`config.mk`:
```
export PLATFORM = sky130hd
export DESIGN_NAME = iob_uart_core
export DESIGN_NICKNAME = d
export VERILOG_FILES = /design/src/rtl/iob_uart_core.sv
export SDC_FILE = /design/constraint.sdc
export NUM_CORES = 1
export LEC_CHECK = 0
export ABC_CLOCK_PERIOD_IN_PS = 4700
export CAP_MARGIN = 20
export CORE_UTILIZATION = 30
export CTS_BUF_LIST = sky130_fd_sc_hd__clkbuf_4
export DETAILED_ROUTE_END_ITERATION = 6
export GPL_TIMING_DRIVEN = 0
export PLACE_DENSITY = 0.46
export SYNTH_ARGS = -nofsm -noshare
export SYNTH_HDL_FRONTEND = slang
export SYNTH_SLANG_ARGS = --single-unit
export TNS_END_PERCENT = 30
```
`constraint.sdc`:
```
create_clock -name clk -period 4.7 [get_ports clk]
set_input_delay 0.94 -clock clk [delete_from_list [all_inputs] [get_ports clk]]
set_output_delay 0.94 -clock clk [all_outputs]
set_load 0.02 [all_outputs]
```
`src/rtl/iob_uart_core.sv`:
```
// iob_uart_core: 8N1 UART transceiver with RTS/CTS flow control and a
// runtime-programmable bit period. Serial pins are registered; the register
// wrapper above drives enables, the divisor and single-cycle strobes.
module iob_uart_core #(
  parameter int DATA_W = 32
) (
  input  logic              clk,
  input  logic              rst,
  input  logic              rst_soft,
  input  logic              tx_en,
  input  logic              rx_en,
  output logic              tx_ready,
  output logic              rx_ready,
  input  logic [7:0]        tx_data,
  output logic [7:0]        rx_data,
  input  logic              data_write_en,
  input  logic              data_read_en,
  input  logic [DATA_W-1:0] bit_duration,
  input  logic              rxd,
  output logic              txd,
  input  logic              cts,
  output logic              rts
);

  localparam logic [1:0] ST_IDLE  = 2'd0;
  localparam logic [1:0] ST_START = 2'd1;
  localparam logic [1:0] ST_DATA  = 2'd2;
  localparam logic [1:0] ST_STOP  = 2'd3;

  // Last counter value of a full bit and of the half bit before the mid-bit sample
  logic [DATA_W-1:0] bit_last;
  logic [DATA_W-1:0] half_last;
  assign bit_last  = bit_duration - DATA_W'(1);
  assign half_last = (bit_duration >> 1) - DATA_W'(1);

  // Transmitter state
  logic [1:0]        tx_state_q, tx_state_d;
  logic [DATA_W-1:0] tx_cnt_q, tx_cnt_d;
  logic [2:0]        tx_bit_q, tx_bit_d;
  logic [7:0]        tx_shift_q, tx_shift_d;
  logic              txd_q, txd_d;
  // Held low for one cycle after any reset so tx_ready reads 0 right after it
  logic              tx_arm_q, tx_arm_d;

  // Receiver state
  logic              rxd_s1_q, rxd_s1_d;
  logic              rxd_s2_q, rxd_s2_d;
  logic [1:0]        rx_state_q, rx_state_d;
  logic [DATA_W-1:0] rx_cnt_q, rx_cnt_d;
  logic [2:0]        rx_bit_q, rx_bit_d;
  logic [7:0]        rx_shift_q, rx_shift_d;
  logic              rx_done_q, rx_done_d;
  logic [7:0]        rx_data_q, rx_data_d;
  logic              rx_ready_q, rx_ready_d;
  logic              rts_q, rts_d;

  assign tx_ready = tx_en & cts & tx_arm_q & (tx_state_q == ST_IDLE);
  assign txd      = txd_q;
  assign rx_ready = rx_ready_q;
  assign rx_data  = rx_data_q;
  assign rts      = rts_q;

  // TX frame sequencer: start bit, 8 data bits LSB first, stop bit
  always_comb begin
    tx_state_d = tx_state_q;
    tx_cnt_d   = tx_cnt_q + DATA_W'(1);
    tx_bit_d   = tx_bit_q;
    tx_shift_d = tx_shift_q;
    txd_d      = txd_q;
    tx_arm_d   = 1'b1;
    case (tx_state_q)
      ST_IDLE: begin
        tx_cnt_d = '0;
        if (data_write_en && tx_ready) begin
          tx_state_d = ST_START;
          tx_shift_d = tx_data;
          txd_d      = 1'b0;
        end
      end
      ST_START: begin
        if (tx_cnt_q >= bit_last) begin
          tx_cnt_d   = '0;
          tx_state_d = ST_DATA;
          tx_bit_d   = 3'd0;
          txd_d      = tx_shift_q[0];
        end
      end
      ST_DATA: begin
        if (tx_cnt_q >= bit_last) begin
          tx_cnt_d = '0;
          if (tx_bit_q == 3'd7) begin
            tx_state_d = ST_STOP;
            txd_d      = 1'b1;
          end else begin
            tx_bit_d   = tx_bit_q + 3'd1;
            tx_shift_d = {1'b0, tx_shift_q[7:1]};
            txd_d      = tx_shift_q[1];
          end
        end
      end
      default: begin
        if (tx_cnt_q >= bit_last) begin
          tx_cnt_d   = '0;
          tx_state_d = ST_IDLE;
        end
      end
    endcase
    if (rst_soft) begin
      tx_state_d = ST_IDLE;
      tx_cnt_d   = '0;
      tx_bit_d   = 3'd0;
      tx_shift_d = 8'h00;
      txd_d      = 1'b1;
      tx_arm_d   = 1'b0;
    end
  end

  // RX: synchronizer, mid-bit sampling FSM and the rx_data/rx_ready holding register
  always_comb begin
    rxd_s1_d   = rxd;
    rxd_s2_d   = rxd_s1_q;
    rx_state_d = rx_state_q;
    rx_cnt_d   = rx_cnt_q + DATA_W'(1);
    rx_bit_d   = rx_bit_q;
    rx_shift_d = rx_shift_q;
    rx_done_d  = 1'b0;
    rx_data_d  = rx_data_q;
    rx_ready_d = rx_ready_q;
    rts_d      = rx_en;
    // A completing byte takes priority over a read in the same cycle
    if (rx_done_q) begin
      rx_data_d  = rx_shift_q;
      rx_ready_d = 1'b1;
    end else if (data_read_en) begin
      rx_ready_d = 1'b0;
    end
    if (!rx_en) begin
      rx_state_d = ST_IDLE;
      rx_cnt_d   = '0;
      rx_bit_d   = 3'd0;
    end else begin
      case (rx_state_q)
        ST_IDLE: begin
          rx_cnt_d = '0;
          // Falling edge on the synchronized line, seen one flop early
          if (!rxd_s1_q && rxd_s2_q) rx_state_d = ST_START;
        end
        ST_START: begin
          if (rx_cnt_q >= half_last) begin
            rx_cnt_d   = '0;
            rx_bit_d   = 3'd0;
            rx_state_d = rxd_s2_q ? ST_IDLE : ST_DATA;
          end
        end
        ST_DATA: begin
          if (rx_cnt_q >= bit_last) begin
            rx_cnt_d   = '0;
            rx_shift_d = {rxd_s2_q, rx_shift_q[7:1]};
            if (rx_bit_q == 3'd7) rx_state_d = ST_STOP;
            else rx_bit_d = rx_bit_q + 3'd1;
          end
        end
        default: begin
          if (rx_cnt_q >= bit_last) begin
            rx_cnt_d   = '0;
            rx_state_d = ST_IDLE;
            rx_done_d  = rxd_s2_q;
          end
        end
      endcase
    end
    if (rst_soft) begin
      rxd_s1_d   = 1'b1;
      rxd_s2_d   = 1'b1;
      rx_state_d = ST_IDLE;
      rx_cnt_d   = '0;
      rx_bit_d   = 3'd0;
      rx_shift_d = 8'h00;
      rx_done_d  = 1'b0;
      rx_data_d  = 8'h00;
      rx_ready_d = 1'b0;
      rts_d      = 1'b0;
    end
  end

  // State registers with asynchronous active-low reset
  always_ff @(posedge clk or negedge rst) begin
    if (!rst) begin
      tx_state_q <= ST_IDLE;
      tx_cnt_q   <= '0;
      tx_bit_q   <= 3'd0;
      tx_shift_q <= 8'h00;
      txd_q      <= 1'b1;
      tx_arm_q   <= 1'b0;
      rxd_s1_q   <= 1'b1;
      rxd_s2_q   <= 1'b1;
      rx_state_q <= ST_IDLE;
      rx_cnt_q   <= '0;
      rx_bit_q   <= 3'd0;
      rx_shift_q <= 8'h00;
      rx_done_q  <= 1'b0;
      rx_data_q  <= 8'h00;
      rx_ready_q <= 1'b0;
      rts_q      <= 1'b0;
    end else begin
      tx_state_q <= tx_state_d;
      tx_cnt_q   <= tx_cnt_d;
      tx_bit_q   <= tx_bit_d;
      tx_shift_q <= tx_shift_d;
      txd_q      <= txd_d;
      tx_arm_q   <= tx_arm_d;
      rxd_s1_q   <= rxd_s1_d;
      rxd_s2_q   <= rxd_s2_d;
      rx_state_q <= rx_state_d;
      rx_cnt_q   <= rx_cnt_d;
      rx_bit_q   <= rx_bit_d;
      rx_shift_q <= rx_shift_d;
      rx_done_q  <= rx_done_d;
      rx_data_q  <= rx_data_d;
      rx_ready_q <= rx_ready_d;
      rts_q      <= rts_d;
    end
  end

endmodule

```
==> results of run 1 <==
-- synth_stat cells, types with 4 or more instances --
library cell	n	area share [%]
ha_1	108	16
or3_1	6	0.45
o21a_1	5	0.45
clkbuf_1	20	0.89
nor2b_1	6	0.45
dfrtp_1	102	30
a21oi_1	29	1.7
and3_1	20	1.5
nand2b_1	12	0.89
nand2_1	78	3.5
a21o_1	19	1.7
xor2_1	65	6.8
nor4_1	7	0.52
mux2_2	7	0.94
nand3_1	35	2.1
a211oi_1	8	0.71
nor2_1	101	4.5
or2_2	4	0.30
mux2i_1	16	1.9
a32o_1	8	0.95
a2111oi_0	4	0.42
nand4_1	21	1.6
a221o_1	4	0.48
o211ai_1	4	0.36
inv_1	25	1.1
xnor2_1	50	5.2
and4_1	7	0.73
nor3_1	29	1.7
o21ai_0	16	0.95
buf_6	5	0.67
nor3_2	30	3.6
-- through the flow --
step / power, W / area [um2] / setup WS, ns
CTS: 0.00201 / 10000 / 0.00197
global route: 0.00211 / 10200 / -0.00380
global placement: 0.00148 / 9410 / -1.87
finish: 0.00198 / 10200 / 0.102
floorplan: 0.00129 / 8430 / 0.0320
detailed placement: 0.00148 / 9440 / -1.92
-- worst max-delay path by stage --
stage                    end  slack (ns)       startpoint
3_3_place_gp    tx_cnt_q[25]       -1.87  bit_duration[0]
2_1_floorplan  rx_shift_q[1]        0.03  bit_duration[1]
4_1_cts          rx_bit_q[2]       0.002  bit_duration[1]
6_report         rx_bit_q[0]        0.10  bit_duration[2]
5_1_grt          rx_bit_q[0]      -0.004  bit_duration[2]
3_5_place_dp    tx_cnt_q[26]       -1.92  bit_duration[0]
-- power by group through the flow --
stage | clock network (W) | logic (W) | registers, W
floorplan | 0 | 0.000302 | 0.000989
global placement | 0 | 0.000486 | 0.000990
detailed placement | 0 | 0.000485 | 0.000990
CTS | 0.000529 | 0.000503 | 0.000974
global route | 0.000559 | 0.000567 | 0.000981
finish | 0.000499 | 0.000507 | 0.000974
-- area by class of cell --
| class | instances | share of cell area (%) |
|---|---|---|
| Sequential cell | 105 | 25.7 |
| Multi-Input combinational cell | 752 | 57.8 |
| Clock buffer | 10 | 0.735 |
| Inverter | 25 | 0.918 |
| Buffer | 27 | 1.51 |
| Antenna cell | 1 | 0.0245 |
| Clock inverter | 6 | 0.600 |
| Tap cell | 372 | 4.55 |
| Timing Repair Buffer | 91 | 8.08 |
-- per-layer routing --
| layer | wire length, um | part of all wire (%) |
|---|---|---|
| met5 | 0 | 0 |
| met4 | 328 | 1.4 |
| met3 | 749 | 3.3 |
| met2 | 10300 | 45 |
| met1 | 11500 | 50 |
-- cells by family after synthesis --
| group | count (synthesis) | share of synthesized area (%) |
|---|---|---|
| and+or+nand+nor | 374 | 23.6 |
| AOI/OAI and AO/OA | 132 | 11.5 |
| xor gates and xnor gates | 115 | 12.0 |
| adders and majority gates | 108 | 16.1 |
| DFF | 105 | 31.3 |
| buffers and inverters | 52 | 2.78 |
| muxes | 23 | 2.84 |
-- state kept, by name (all words and copies together), names as in the netlist, 2 cells and up --
name,cells
tx_shift_q,8
rx_cnt_q,32
rx_state_q,2
tx_state_q,2
rx_bit_q,3
tx_bit_q,3
tx_cnt_q,32
rx_data,8
rx_shift_q,8
-- worst max-delay path, delay by kind of cell --
kind / cells / cell delay (ns)
AND/OR/NAND/NOR: 9 / 1.73
AO/OA/AOI/OAI: 2 / 0.28
adder cells (fa/ha/maj): 2 / 0.46
XOR/XNOR: 1 / 0.11
buffers and inverters: 10 / 1.51
-- timing repair --
| action | 4_1_cts | 5_1_grt |
|---|---|---|
| setup endpoints to repair | 92 | 91 |
| pin swaps | 21 | 21 |
| gates cloned | 1 | 0 |
| gates resized for setup | 59 | 42 |
| buffers inserted | 28 | 10 |
==> results.txt, run 1 <==
CP max stage delay: 0.48 ns
Syn Inst Count: 909
routed vias/inst: 4.92
Worst path slowest cell: or4_1
RR Startpoint: rx_cnt_q[0]
WS Path Type: in2reg
crit path DAT: 5.03 ns
CTS clk-pin slew, worst paths: 0.20 ns
layout cells sized above 1: 16.8%
routability cong.: 0.840
Net Switching: 0.000703 W
Hold Crit Class: in2async
Fill cells: 2767
Clock Path Buffers: 2
Logic pwr share: 25.6%
H-tree Lvls: 3
Worst setup EP type: register
max-slew violations: 0
Max FO, Critical Path: 4
multi-input logic area: 5910 um2
Main synth FF type: dfrtp_1
Post-route DRC: 0
cell repeated most along the worst path: buf_4
switching portion of total power: 35.5%
router iterations before antenna repair: 6
FF+latch area: 2630 um2
final core utilization: 37.5%
CTS buffer count: 9
CTS tree: yes
final hold slack: 0.295 ns
fin crit share: 97.8%
Worst R2R Setup Slack: 1.44 ns
Top Usage Layer GRT: met2
nets: 1168
type of origin of the critical path: primary input
met2 Use GR: 26.9%
root buffer selected by CTS: clkbuf_4
row cnt: 60
pwr dens: 194 nW/um2
VDD IR max: 208 uV
clock sinks: 105
initial DRC count: 462
worst path cell trace: dlygate4sd2_1 -> inv_2 -> ha_4 -> nor3b_4 -> nand4_1 -> nor3_2 -> nand2b_1 -> nor2_2 -> buf_4 -> buf_4 -> buf_4 -> buf_4 -> buf_4 -> buf_4 -> buf_4 -> xnor2_1 -> ha_1 -> nand4_1 -> nor4_4 -> a221oi_4 -> buf_4 -> nand2b_1 -> or4_1 -> a31oi_1
Internal Power: 0.00128 W
die height: 169 um
first-pass GRT wire length: 37200 um
port bufs: 51
die area: 28700 um2
total of max-cap violations: 0
Netlist cell types: 66
overflow left after global routing: 0
vias in the first global route: 6862
dpl hpwl: 17300 um
ys async rst share: 100%
Slew HR: 40.3%
Total GRT Usage: 16.6%
worst slew pin tran: 0.895 ns
Ports: 61
M1 GR Usage: 22.8%
endpoints failing setup: 0
dpl cells: 1333
Starting Density: 30.9%
Final Non-Filler Cells: 1389
R2R cell count: 12
worst reg2reg endpoint: rx_shift_q[3]
clock skew: 0.0288 ns
outcome: finished, final reports clean
GRT met3 Usage: 2.92%
via count: 6831
CP required: 5.13 ns
TNS Setup: 0 ns
CTS Hold Buffers Added: 0
commonest non-fill, non-tap cell in the layout: ha_1
sequential-to-total area share from yosys stat: 31.3%
FMAX: 217 MHz
antenna-violating nets left: 0
Period minus WS final: 4.60 ns
Post-Synthesis Cell Area: 8410 um2
Hold Vio Cnt, Final: 0
largest net degree at the start of global routing: 65
area grow syn2layout: 21.5%
Net Count, Synth: 1066
clk_lat worst skew: 0.52 ns
flops & latches, synth: 105
Core Box Area: 27300 um2
most frequent cells in the layout: 106 x ha_1, 102 x dfrtp_1, 98 x nor2_1
clock network fraction of design power: 25.2%
Ys Warns: 0
Wirelength per Cell: 16.5 um
final WL: 22900 um
Pleak: 4.41 nW
Mapped Avg Cell Area: 9.26 um2
sequential power share: 49.2%
initial antenna violation count: 1
number of synthesized flops with an enable pin: 0
Die Span X: 169 um
No activity file was read; power rests on OpenSTA's default activity.
==> inputs of run 2 (changes only) <==
--- a/config.mk
+++ b/config.mk
@@ -7,11 +7,14 @@
 export LEC_CHECK = 0
 export ABC_CLOCK_PERIOD_IN_PS = 4700
 export CAP_MARGIN = 20
+export CELL_PAD_IN_SITES_DETAIL_PLACEMENT = 1
+export CELL_PAD_IN_SITES_GLOBAL_PLACEMENT = 2
 export CORE_UTILIZATION = 30
 export CTS_BUF_LIST = sky130_fd_sc_hd__clkbuf_4
 export DETAILED_ROUTE_END_ITERATION = 6
 export GPL_TIMING_DRIVEN = 0
-export PLACE_DENSITY = 0.46
+export HOLD_SLACK_MARGIN = 0.06
+export PLACE_DENSITY = 0.67
 export SYNTH_ARGS = -nofsm -noshare
 export SYNTH_HDL_FRONTEND = slang
 export SYNTH_SLANG_ARGS = --single-unit
==> run 2 against run 1 <==
  * First-iteration DRC count fell by 35%
  * Clock power is 5.8% lower
  * Register-to-register slack got worse by 0.14 ns
  * Total power grew 0.20%
  * Clock skew is 0.014 ns lower
  * Flip-flop and latch count did not move
  * Routed wire length increased by 11%
  * Core utilization is 0.64 points higher
  * Combinational power is 6.9% higher
  * Sequential power about the same
  * Largest cell class unchanged
  * Highest routed layer unchanged
==> results.txt, run 2 (synthesis gave the netlist of run 1 again) <==
Top delay family on crit path: compound AO/OA/AOI/OAI gates (was simple AND/OR/NAND/NOR gates)
CTS buffer count: 9 (unchanged)
row cnt: 60 (unchanged)
worst reg2reg endpoint: rx_cnt_q[30] (was rx_shift_q[3])
CP required: 5.14 ns (was 5.13 ns)
Hold Vio Cnt, Final: 0 (unchanged)
Stages on worst setup path: 25 (was 24)
endpoints failing setup: 0 (unchanged)
Max FO, Critical Path: 8 (was 4)
CP max stage delay: 0.53 ns (was 0.48 ns)
Core Box Area: 27300 um2 (unchanged)
Wirelength per Cell: 18.2 um (was 16.5 um)
final core utilization: 38.1% (was 37.5%)
Pleak: 4.57 nW (was 4.41 nW)
FMAX: 216 MHz (was 217 MHz)
port bufs: 51 (unchanged)
Starting Density: 30.9% (unchanged)
layout cells sized above 1: 18.6% (was 16.8%)
Worst path slowest cell: a221oi_4 (was or4_1)
final hold slack: 0.324 ns (was 0.295 ns)
WS Path Type: in2reg (unchanged)
VDD IR max: 177 uV (was 208 uV)
crit path launch: bit_duration[6] (was bit_duration[2])
worst slew pin tran: 1.15 ns (was 0.895 ns)
CTS Hold Buffers Added: 0 (unchanged)
Clock Path Buffers: 2 (unchanged)
type of origin of the critical path: primary input (unchanged)
outcome: finished, final reports clean (unchanged)
Ports: 61 (unchanged)
Fill cells: 3117 (was 2767)
Post-route DRC: 0 (unchanged)
nets: 1176 (was 1168)
routability cong.: 0.816 (was 0.840)
cell repeated most along the worst path: buf_4 (unchanged)
via count: 7056 (was 6831)
total of max-cap violations: 0 (unchanged)
router iterations before antenna repair: 4 (was 6)
Worst R2R Setup Slack: 1.30 ns (was 1.44 ns)
overflow left after global routing: 0 (unchanged)
clock skew: 0.0145 ns (was 0.0288 ns)
antenna-violating nets left: 0 (unchanged)
RR Startpoint: rx_cnt_q[7] (was rx_cnt_q[0])
largest net degree at the start of global routing: 58 (was 65)
TNS Setup: 0 ns (unchanged)
worst path buffer plus inverter count: 11 (was 10)
routed vias/inst: 5.05 (was 4.92)
first-pass GRT wire length: 40300 um (was 37200 um)
Total GRT Usage: 18.2% (was 16.6%)
die area: 28700 um2 (unchanged)
CTS clk-pin slew, worst paths: 0.18 ns (was 0.20 ns)
clk_lat worst skew: 0.52 ns (about the same)
R2R cell count: 11 (was 12)
Die Span X: 169 um (unchanged)
CTS tree: yes (unchanged)
Placed Area: 9440 um2 (unchanged)
max-slew violations: 0 (unchanged)
initial DRC count: 302 (was 462)
Period minus WS final: 4.63 ns (was 4.60 ns)
die height: 169 um (unchanged)
crit path DAT: 5.07 ns (was 5.03 ns)
FF+latch area: 2630 um2 (unchanged)
Final Cell Area: 10400 um2 (was 10200 um2)
Worst setup EP type: register (unchanged)
pwr dens: 191 nW/um2 (was 194 nW/um2)
root buffer selected by CTS: clkbuf_4 (unchanged)
area grow syn2layout: 23.5% (was 21.5%)
crit path to: rx_cnt_q[15] (was rx_bit_q[0])
vias in the first global route: 7464 (was 6862)
final WL: 25400 um (was 22900 um)
most frequent cells in the layout: 107 x ha_1, 102 x dfrtp_1, 98 x nor2_1 (was 106 x ha_1, 102 x dfrtp_1, 98 x nor2_1)
clock sinks: 105 (unchanged)
total chip power: 0.00198 W (about the same)
multi-input logic area: 5990 um2 (was 5910 um2)
Hold Crit Class: in2async (unchanged)
largest registers: rx_cnt_q: 32 flops, tx_cnt_q: 32 flops (unchanged)
fin crit share: 98.5% (was 97.8%)
initial antenna violation count: 1 (unchanged)
dpl hpwl: 19000 um (was 17300 um)
Slew HR: 23.5% (was 40.3%)
commonest non-fill, non-tap cell in the layout: ha_1 (unchanged)
H-tree Lvls: 3 (unchanged)
-- run 2: worst min-delay path by stage --
stage                              from             to  slack (ns)  cells past startpoint
after floorplan             rx_bit_q[1]    rx_bit_q[1]        0.46                      1
after global placement    tx_shift_q[5]  tx_shift_q[5]        0.47                      1
after detailed placement  tx_shift_q[7]  tx_shift_q[7]        0.48                      1
after CTS                           rst  tx_shift_q[5]        0.29                      1
after global routing                rst  tx_shift_q[5]        0.32                      1
final                               rst  tx_shift_q[5]        0.32                      1
-- run 2: per-stage QoR --
step	std cells	setup WS, ns
after global routing	1397	-0.0279
after global placement	1332	-2.02
after CTS	1379	0.00444
after detailed placement	1333	-2.05
after floorplan	909	0.0320
final	1397	0.0690
-- run 2: final cells by class --
class,instances,share of cell area [%]
Timing Repair Buffer,99,8.78
Antenna cell,1,0.0241
Clock buffer,10,0.722
Multi-Input combinational cell,752,57.7
Buffer,27,1.71
Inverter,25,0.903
Sequential cell,105,25.3
Clock inverter,6,0.409
Tap cell,372,4.48
-- run 2: worst reg2reg max path, delay by kind of cell, from the launching register on --
| family | cells | cell delay (ns) |
|---|---|---|
| compound gates | 5 | 1.17 |
| simple gates | 3 | 0.79 |
| flops | 1 | 0.49 |
| buf+inv | 2 | 0.47 |
| fa+ha+maj | 1 | 0.35 |
-- run 2: repair_timing --
action | in CTS | in global routing
buffers inserted | 30 | 14
resized for setup | 71 | 69
endpoints found under the setup margin | 92 | 91
pin swaps | 22 | 25
gates cloned | 0 | 3
-- run 2: per-layer routing --
metal | global-route usage [%] | share of wire, % | routed length, um
met1 | 24.5 | 48 | 12300
met2 | 30.1 | 47 | 12000
met3 | 2.73 | 2.4 | 610
met4 | 5.17 | 1.8 | 458
met5 | 0 | 0 | 0
-- run 2: power breakdown --
part	internal, W	switching (W)
clock	0.000117	0.000353
combinational	0.000219	0.000323
sequential	0.000946	0.0000252
